===== config.mk =====
export PLATFORM = sky130hd
export DESIGN_NAME = mul_arbiter_flat
export DESIGN_NICKNAME = d
export VERILOG_FILES = /design/src/rtl/mul_arbiter_if.sv /design/src/rtl/mul_arbiter.sv /design/src/flat_wrapper.sv
export SDC_FILE = /design/constraint.sdc
export NUM_CORES = 1
export LEC_CHECK = 0
export CORE_ASPECT_RATIO = 0.8
export CORE_MARGIN = 4
export CORE_UTILIZATION = 35
export CTS_CLUSTER_DIAMETER = 150
export CTS_CLUSTER_SIZE = 40
export DETAILED_ROUTE_END_ITERATION = 8
export PLACE_DENSITY_LB_ADDON = 0.25
export SLEW_MARGIN = 20
export SYNTH_ARGS = -nofsm -noshare
export SYNTH_HDL_FRONTEND = slang
export SYNTH_SLANG_ARGS = --single-unit

===== constraint.sdc =====
create_clock -name clk -period 1.6 [get_ports clk]
set_input_delay 0.4 -clock clk [delete_from_list [all_inputs] [get_ports clk]]
set_output_delay 0.4 -clock clk [all_outputs]
set_load 0.1 [all_outputs]

===== src/rtl/mul_arbiter_if.sv =====
// Request/response and multiplier-control bundle shared by mul_arbiter and its environment.
// req_i is a level with a0/b0 or a1/b1 held stable until ack_i; ack_i and done_i are one-cycle pulses.
interface mul_arbiter_if #(
  parameter int WIDTH = 32
);
  logic                 req0;
  logic                 req1;
  logic [WIDTH-1:0]     a0;
  logic [WIDTH-1:0]     b0;
  logic [WIDTH-1:0]     a1;
  logic [WIDTH-1:0]     b1;
  logic                 ack0;
  logic                 ack1;
  logic                 done0;
  logic                 done1;
  logic [2*WIDTH-1:0]   result;
  logic                 err;
  logic                 busy;
  logic                 mul_Reset;
  logic                 mul_Run;
  logic [WIDTH-1:0]     mul_Multiplicand;
  logic [WIDTH-1:0]     mul_Multiplier;
  logic                 mul_Ready;
  logic [2*WIDTH-1:0]   mul_Product;

  modport slave (
    input  req0, req1, a0, b0, a1, b1, mul_Ready, mul_Product,
    output ack0, ack1, done0, done1, result, err, busy,
           mul_Reset, mul_Run, mul_Multiplicand, mul_Multiplier
  );

  modport master (
    output req0, req1, a0, b0, a1, b1, mul_Ready, mul_Product,
    input  ack0, ack1, done0, done1, result, err, busy,
           mul_Reset, mul_Run, mul_Multiplicand, mul_Multiplier
  );
endinterface


===== src/rtl/mul_arbiter.sv =====
// Round-robin arbiter and sequencer for a shared shift-add multiplier with a watchdog abort.
module mul_arbiter #(
  parameter int WIDTH   = 32,
  parameter int TIMEOUT = 64
) (
  input  logic         clk,
  input  logic         Reset,
  mul_arbiter_if.slave bus,
  output logic [1:0]   o_state,
  output logic         o_last
);

  localparam int WD_W = $clog2(TIMEOUT + 1);
  localparam logic [WD_W-1:0] WD_LAST = WD_W'(TIMEOUT - 1);

  typedef enum logic [1:0] {
    S_IDLE = 2'd0,
    S_LOAD = 2'd1,
    S_RUN  = 2'd2,
    S_DONE = 2'd3
  } state_t;

  state_t               r_state;
  logic                 r_last;
  logic                 r_owner;
  logic                 r_ack0;
  logic                 r_ack1;
  logic                 r_done0;
  logic                 r_done1;
  logic                 r_err;
  logic [2*WIDTH-1:0]   r_result;
  logic [WIDTH-1:0]     r_mcand;
  logic [WIDTH-1:0]     r_mplier;
  logic [WD_W-1:0]      r_wd;

  logic                 w_req_any;
  logic                 w_grant1;

  // Requester 1 wins when alone, or when both ask and requester 0 was served last.
  assign w_req_any = bus.req0 | bus.req1;
  assign w_grant1  = bus.req1 & (~bus.req0 | ~r_last);

  always_ff @(posedge clk) begin
    if (Reset) begin
      r_state  <= S_IDLE;
      r_last   <= 1'b1;
      r_owner  <= 1'b0;
      r_ack0   <= 1'b0;
      r_ack1   <= 1'b0;
      r_done0  <= 1'b0;
      r_done1  <= 1'b0;
      r_err    <= 1'b0;
      r_result <= '0;
      r_mcand  <= '0;
      r_mplier <= '0;
      r_wd     <= '0;
    end else begin
      r_ack0  <= 1'b0;
      r_ack1  <= 1'b0;
      r_done0 <= 1'b0;
      r_done1 <= 1'b0;
      unique case (r_state)
        S_IDLE: begin
          if (w_req_any) begin
            r_owner  <= w_grant1;
            r_last   <= w_grant1;
            r_ack0   <= ~w_grant1;
            r_ack1   <= w_grant1;
            r_mcand  <= w_grant1 ? bus.a1 : bus.a0;
            r_mplier <= w_grant1 ? bus.b1 : bus.b0;
            r_state  <= S_LOAD;
          end
        end
        S_LOAD: begin
          r_wd    <= '0;
          r_state <= S_RUN;
        end
        S_RUN: begin
          if (bus.mul_Ready) begin
            r_result <= bus.mul_Product;
            r_err    <= 1'b0;
            r_done0  <= ~r_owner;
            r_done1  <= r_owner;
            r_state  <= S_DONE;
          end else if (r_wd == WD_LAST) begin
            // TIMEOUT-th RUN edge without Ready: abort with a zero result.
            r_result <= '0;
            r_err    <= 1'b1;
            r_done0  <= ~r_owner;
            r_done1  <= r_owner;
            r_state  <= S_DONE;
          end else begin
            r_wd <= r_wd + 1'b1;
          end
        end
        S_DONE: begin
          r_state <= S_IDLE;
        end
        default: begin
          r_state <= S_IDLE;
        end
      endcase
    end
  end

  assign bus.ack0             = r_ack0;
  assign bus.ack1             = r_ack1;
  assign bus.done0            = r_done0;
  assign bus.done1            = r_done1;
  assign bus.result           = r_result;
  assign bus.err              = r_err;
  assign bus.busy             = (r_state != S_IDLE);
  assign bus.mul_Reset        = Reset | (r_state == S_LOAD);
  assign bus.mul_Run          = (r_state == S_RUN);
  assign bus.mul_Multiplicand = r_mcand;
  assign bus.mul_Multiplier   = r_mplier;

  assign o_state = r_state;
  assign o_last  = r_last;

endmodule


===== src/flat_wrapper.sv =====
// flat-port wrapper written by rule: the top's interface ports become plain ports
module mul_arbiter_flat 
#(
  parameter int WIDTH   = 32,
  parameter int TIMEOUT = 64
)
  (clk, Reset, o_state, o_last, bus_req0, bus_req1, bus_a0, bus_b0, bus_a1, bus_b1, bus_mul_Ready, bus_mul_Product, bus_ack0, bus_ack1, bus_done0, bus_done1, bus_result, bus_err, bus_busy, bus_mul_Reset, bus_mul_Run, bus_mul_Multiplicand, bus_mul_Multiplier);
  mul_arbiter_if #(.WIDTH(WIDTH)) bus_i ();
  input  logic clk;
  input  logic Reset;
  output logic [1:0] o_state;
  output logic o_last;
  input wire logic [$bits(bus_i.req0)-1:0] bus_req0;
  input wire logic [$bits(bus_i.req1)-1:0] bus_req1;
  input wire logic [$bits(bus_i.a0)-1:0] bus_a0;
  input wire logic [$bits(bus_i.b0)-1:0] bus_b0;
  input wire logic [$bits(bus_i.a1)-1:0] bus_a1;
  input wire logic [$bits(bus_i.b1)-1:0] bus_b1;
  input wire logic [$bits(bus_i.mul_Ready)-1:0] bus_mul_Ready;
  input wire logic [$bits(bus_i.mul_Product)-1:0] bus_mul_Product;
  output wire logic [$bits(bus_i.ack0)-1:0] bus_ack0;
  output wire logic [$bits(bus_i.ack1)-1:0] bus_ack1;
  output wire logic [$bits(bus_i.done0)-1:0] bus_done0;
  output wire logic [$bits(bus_i.done1)-1:0] bus_done1;
  output wire logic [$bits(bus_i.result)-1:0] bus_result;
  output wire logic [$bits(bus_i.err)-1:0] bus_err;
  output wire logic [$bits(bus_i.busy)-1:0] bus_busy;
  output wire logic [$bits(bus_i.mul_Reset)-1:0] bus_mul_Reset;
  output wire logic [$bits(bus_i.mul_Run)-1:0] bus_mul_Run;
  output wire logic [$bits(bus_i.mul_Multiplicand)-1:0] bus_mul_Multiplicand;
  output wire logic [$bits(bus_i.mul_Multiplier)-1:0] bus_mul_Multiplier;
  assign bus_i.req0 = bus_req0;
  assign bus_i.req1 = bus_req1;
  assign bus_i.a0 = bus_a0;
  assign bus_i.b0 = bus_b0;
  assign bus_i.a1 = bus_a1;
  assign bus_i.b1 = bus_b1;
  assign bus_i.mul_Ready = bus_mul_Ready;
  assign bus_i.mul_Product = bus_mul_Product;
  assign bus_ack0 = bus_i.ack0;
  assign bus_ack1 = bus_i.ack1;
  assign bus_done0 = bus_i.done0;
  assign bus_done1 = bus_i.done1;
  assign bus_result = bus_i.result;
  assign bus_err = bus_i.err;
  assign bus_busy = bus_i.busy;
  assign bus_mul_Reset = bus_i.mul_Reset;
  assign bus_mul_Run = bus_i.mul_Run;
  assign bus_mul_Multiplicand = bus_i.mul_Multiplicand;
  assign bus_mul_Multiplier = bus_i.mul_Multiplier;
  mul_arbiter #(.WIDTH(WIDTH), .TIMEOUT(TIMEOUT)) u_core (.clk(clk), .Reset(Reset), .bus(bus_i), .o_state(o_state), .o_last(o_last));
endmodule

==> impl_metrics.py <==
metrics = {
    "outcome": {
        "status": "complete, but fails checks",
        "violations": "setup timing",
    },
    "clocking": {
        "cts-htree-levels": 4,
        "clkTransAtPathRegs_ns": 0.06,
        "cts_tree": "done",
        "clockBufferDepth": 2,
        "cts-root-buf": "clkbuf_16",
        "cts_sinks": 144,
        "cts_hold_buffers": 0,
        "clock_latency_ns": 0.41,
        "numCtsBuffers": 17,
    },
    "global_route": {
        "grt_first_pass_wirelength_mm": 32.9,
        "antenna_found_initial": 1,
        "overflow": 0,
        "grt_max_degree": 71,
        "grt_pass1_vias": 6253,
        "track_usage": 0.219,
    },
    "drt": {
        "drt-initial-drc-count": 393,
        "drc": 0,
        "via_per_inst": 5.28,
        "wirelength_mm": 27.6,
        "detail-route-antenna-nets": 0,
        "wl_per_cell_um": 21.7,
        "num_vias": 6710,
        "drtPass1Iterations": 4,
    },
    "placed_design": {
        "io_buffer_count": 335,
        "dpl_worst_slack_ns": -0.390,
        "place_hpwl_mm": 16.4,
        "gp_congestion": 0.800,
    },
    "worst_setup_path": {
        "crit_type": "register to output pin",
        "worstPathMaxFanout": 4,
        "timing.rr.start": "u_core.o_state[0]$_SDFFE_PP0P_",
        "reg2reg_to": "u_core.bus.mul_Multiplicand[31]$_SDFFE_PP0P_",
        "cp.required_ns": 1.20,
        "reg2reg_slack_ns": -0.13,
        "critPathArrivalTime_ns": 1.39,
        "cp-end-kind": "output pin",
        "startpoint_type": "register",
        "cp-startpoint": "u_core.o_state[1]$_SDFFE_PP0P_",
        "r2r_cells": 10,
        "crit_path_end": "bus_mul_Reset",
    },
    "power_and_ir_drop": {
        "p_per_area_nw_per_um2": 1890,
        "comb_power_share": 0.632,
        "switching_share": 0.481,
        "switchingPower_mw": 12.0,
        "clkPwrFrac": 0.154,
        "ir_drop_uv": 1200,
        "p_int_mw": 12.9,
        "power_frac_seq": 0.214,
        "leakagePower_nw": 4.94,
    },
    "floorplanning": {
        "coreArea_um2": 16100,
        "rows": 41,
        "die_h_um": 124,
        "io_pins": 336,
        "die_w_um": 153,
        "dieArea_um2": 18900,
        "start_util": 0.363,
    },
    "synthesis": {
        "synthTopCellsByArea": "dfxtp_1 49%, mux2i_1 11%, a211oi_1 8.3%",
        "synth.cells.most_frequent": "144 x dfxtp_1, 71 x nor2_1, 70 x nand2_1, 69 x a21oi_1, 65 x a211oi_1",
        "ys_types": 41,
        "synth_cells": 655,
        "syn_avg_cell_area_um2": 8.94,
        "synth_area_um2": 5850,
        "syn_nets": 857,
        "ys_seq_area_frac": 0.493,
        "synth_area_leader_cell": "dfxtp_1",
        "synth.most_common_cell": "dfxtp_1",
        "async_flop_share": 0,
        "synth_edf_count": 0,
        "ys.flop_type": "dfxtp_1",
        "yosysWarnings": 0,
        "synth_top_area_frac": 0.493,
        "synth_seq_cells": 144,
    },
    "timing": {
        "setup_viol": 76,
        "worstMarginPinSlew_ns": 0.406,
        "slew_headroom": 0.729,
        "fin_skew_ns": 0.0111,
        "rsz0062_at_grt": "true",
        "timing.fmax_ghz": 0.559,
        "final_max_slew_viol_count": 0,
        "min_period_ns": 1.79,
        "finalHoldViolCount": 0,
        "fin_ws_ns": -0.187,
        "min_period_over_period": 1.12,
    },
    "layout": {
        "regArea_um2": 2890,
        "areaGrowthSynthToFinish_pct": 126,
        "fin_nets": 1244,
        "drive_gt1_frac": 0.392,
        "num-fill-cells": 863,
        "final_util": 0.820,
        "multi_input_area_um2": 3400,
    },
    "worst_hold_path": {
        "min_path_type": "primary input to register",
    },
    "run": {
        "cap_violations": 0,
    },
}
[registers in the layout, indices dropped and copies added (netlist names)]
register,count
u_core.bus.ack0,1
u_core.bus.done1,1
u_core.o_state,2
u_core.o_last,1
u_core.r_wd,7
u_core.bus.mul_Multiplicand,32
u_core.bus.mul_Multiplier,32
u_core.bus.done0,1
u_core.bus.err,1
u_core.bus.ack1,1
u_core.bus.result,64
u_core.r_owner,1
[how the worst min path moves through the flow]
stage / from / endpoint / slack (ns) / cells past startpoint
final: Reset / u_core.r_owner$_SDFFE_PP0P_ / 0.29 / 2
after global placement: u_core.r_wd[6]$_SDFFE_PP0P_ / u_core.r_wd[6]$_SDFFE_PP0P_ / 0.45 / 2
after detailed placement: u_core.r_wd[6]$_SDFFE_PP0P_ / u_core.r_wd[6]$_SDFFE_PP0P_ / 0.46 / 2
after floorplan: u_core.r_owner$_SDFFE_PP0P_ / u_core.bus.done0$_SDFF_PP0_ / 0.42 / 1
after CTS: Reset / u_core.o_state[1]$_SDFFE_PP0P_ / 0.25 / 2
after global routing: Reset / u_core.r_owner$_SDFFE_PP0P_ / 0.30 / 2
[power groups by stage]
| stage | combinational, mW | sequential [mW] | clock, mW |
|---|---|---|---|
| global placement | 12.7 | 5.27 | 0 |
| global route | 16.2 | 5.41 | 4.01 |
| finish | 15.7 | 5.33 | 3.83 |
| CTS | 13.0 | 5.22 | 3.87 |
| floorplan | 2.65 | 10.4 | 0 |
| detailed placement | 12.8 | 5.31 | 0 |
[layer usage]
metal  vias up  part of all wire  GRT usage
met5         -                 0          0
met4         0             0.033     0.0835
met1      3244              0.37      0.235
met2       299              0.52      0.401
met3        62             0.076     0.0757
li1       3105                 -          -
[cell families after synthesis]
logic type	Yosys count	synth area share
adders and majority gates	5	0.0107
and+or+nand+nor	166	0.116
AOI/OAI and AO/OA	214	0.219
xor gates and xnor gates	1	0.00150
buffers and inverters	61	0.0507
DFF	144	0.493
muxes	64	0.109
[cells in the final DEF (no fill, tap or decap), types with 2 or more instances in the layout]
cell type	instances
a211oi_1	9
a211oi_2	56
a21o_1	2
a21oi_1	57
a21oi_2	12
a31oi_1	2
buf_12	156
buf_4	36
buf_6	12
buf_8	9
clkbuf_16	33
clkbuf_8	2
clkdlybuf4s50_1	195
clkinv_2	3
clkinvlp_4	7
dfxtp_1	141
dfxtp_4	2
ha_1	2
ha_4	3
inv_6	3
mux2i_1	64
nand2_1	68
nand2_2	2
nand3_1	5
nor2_1	48
nor2_2	16
nor2_4	7
nor3_1	5
o21ai_0	2
o21ai_1	28
o21ai_2	28
o21ai_4	10
[critical path, cell delays in order (launching register included)]
cell and delay (ns):
dfxtp_4 0.36, inv_4 0.05, ha_4 0.15, or2_4 0.24
buf_12 0.17
[layout make-up]
type | count | share of cell area
clock buffer | 20 | 0.0346
sequential | 144 | 0.219
tap | 215 | 0.0204
timing repair buffer | 425 | 0.458
clock inverter | 12 | 0.00825
inverter | 4 | 0.00227
multi-input combinational | 450 | 0.258
antenna | 1 | 0.000190
[through the flow]
step	area, µm²	hold slack (ns)	instances	power [mW]	setup TNS, ns
after detailed placement	11100	0.457	1188	18.1	-30.99
final	13200	0.291	1271	24.9	-4.29
after global routing	13200	0.304	1271	25.6	-10.02
after CTS	11800	0.253	1228	22.1	-0.639
after floorplan	6010	0.416	655	13.0	-38.72
after global placement	11100	0.446	1188	18.0	-27.86
[repair_timing]
item / CTS / global route
setup endpoints to repair: 3 / 110
buffers inserted: 8 / 20
gates cloned: 0 / 22
pin swaps: 5 / 60
gates resized for setup: 5 / 238
(Power assumes the default switching activity.)
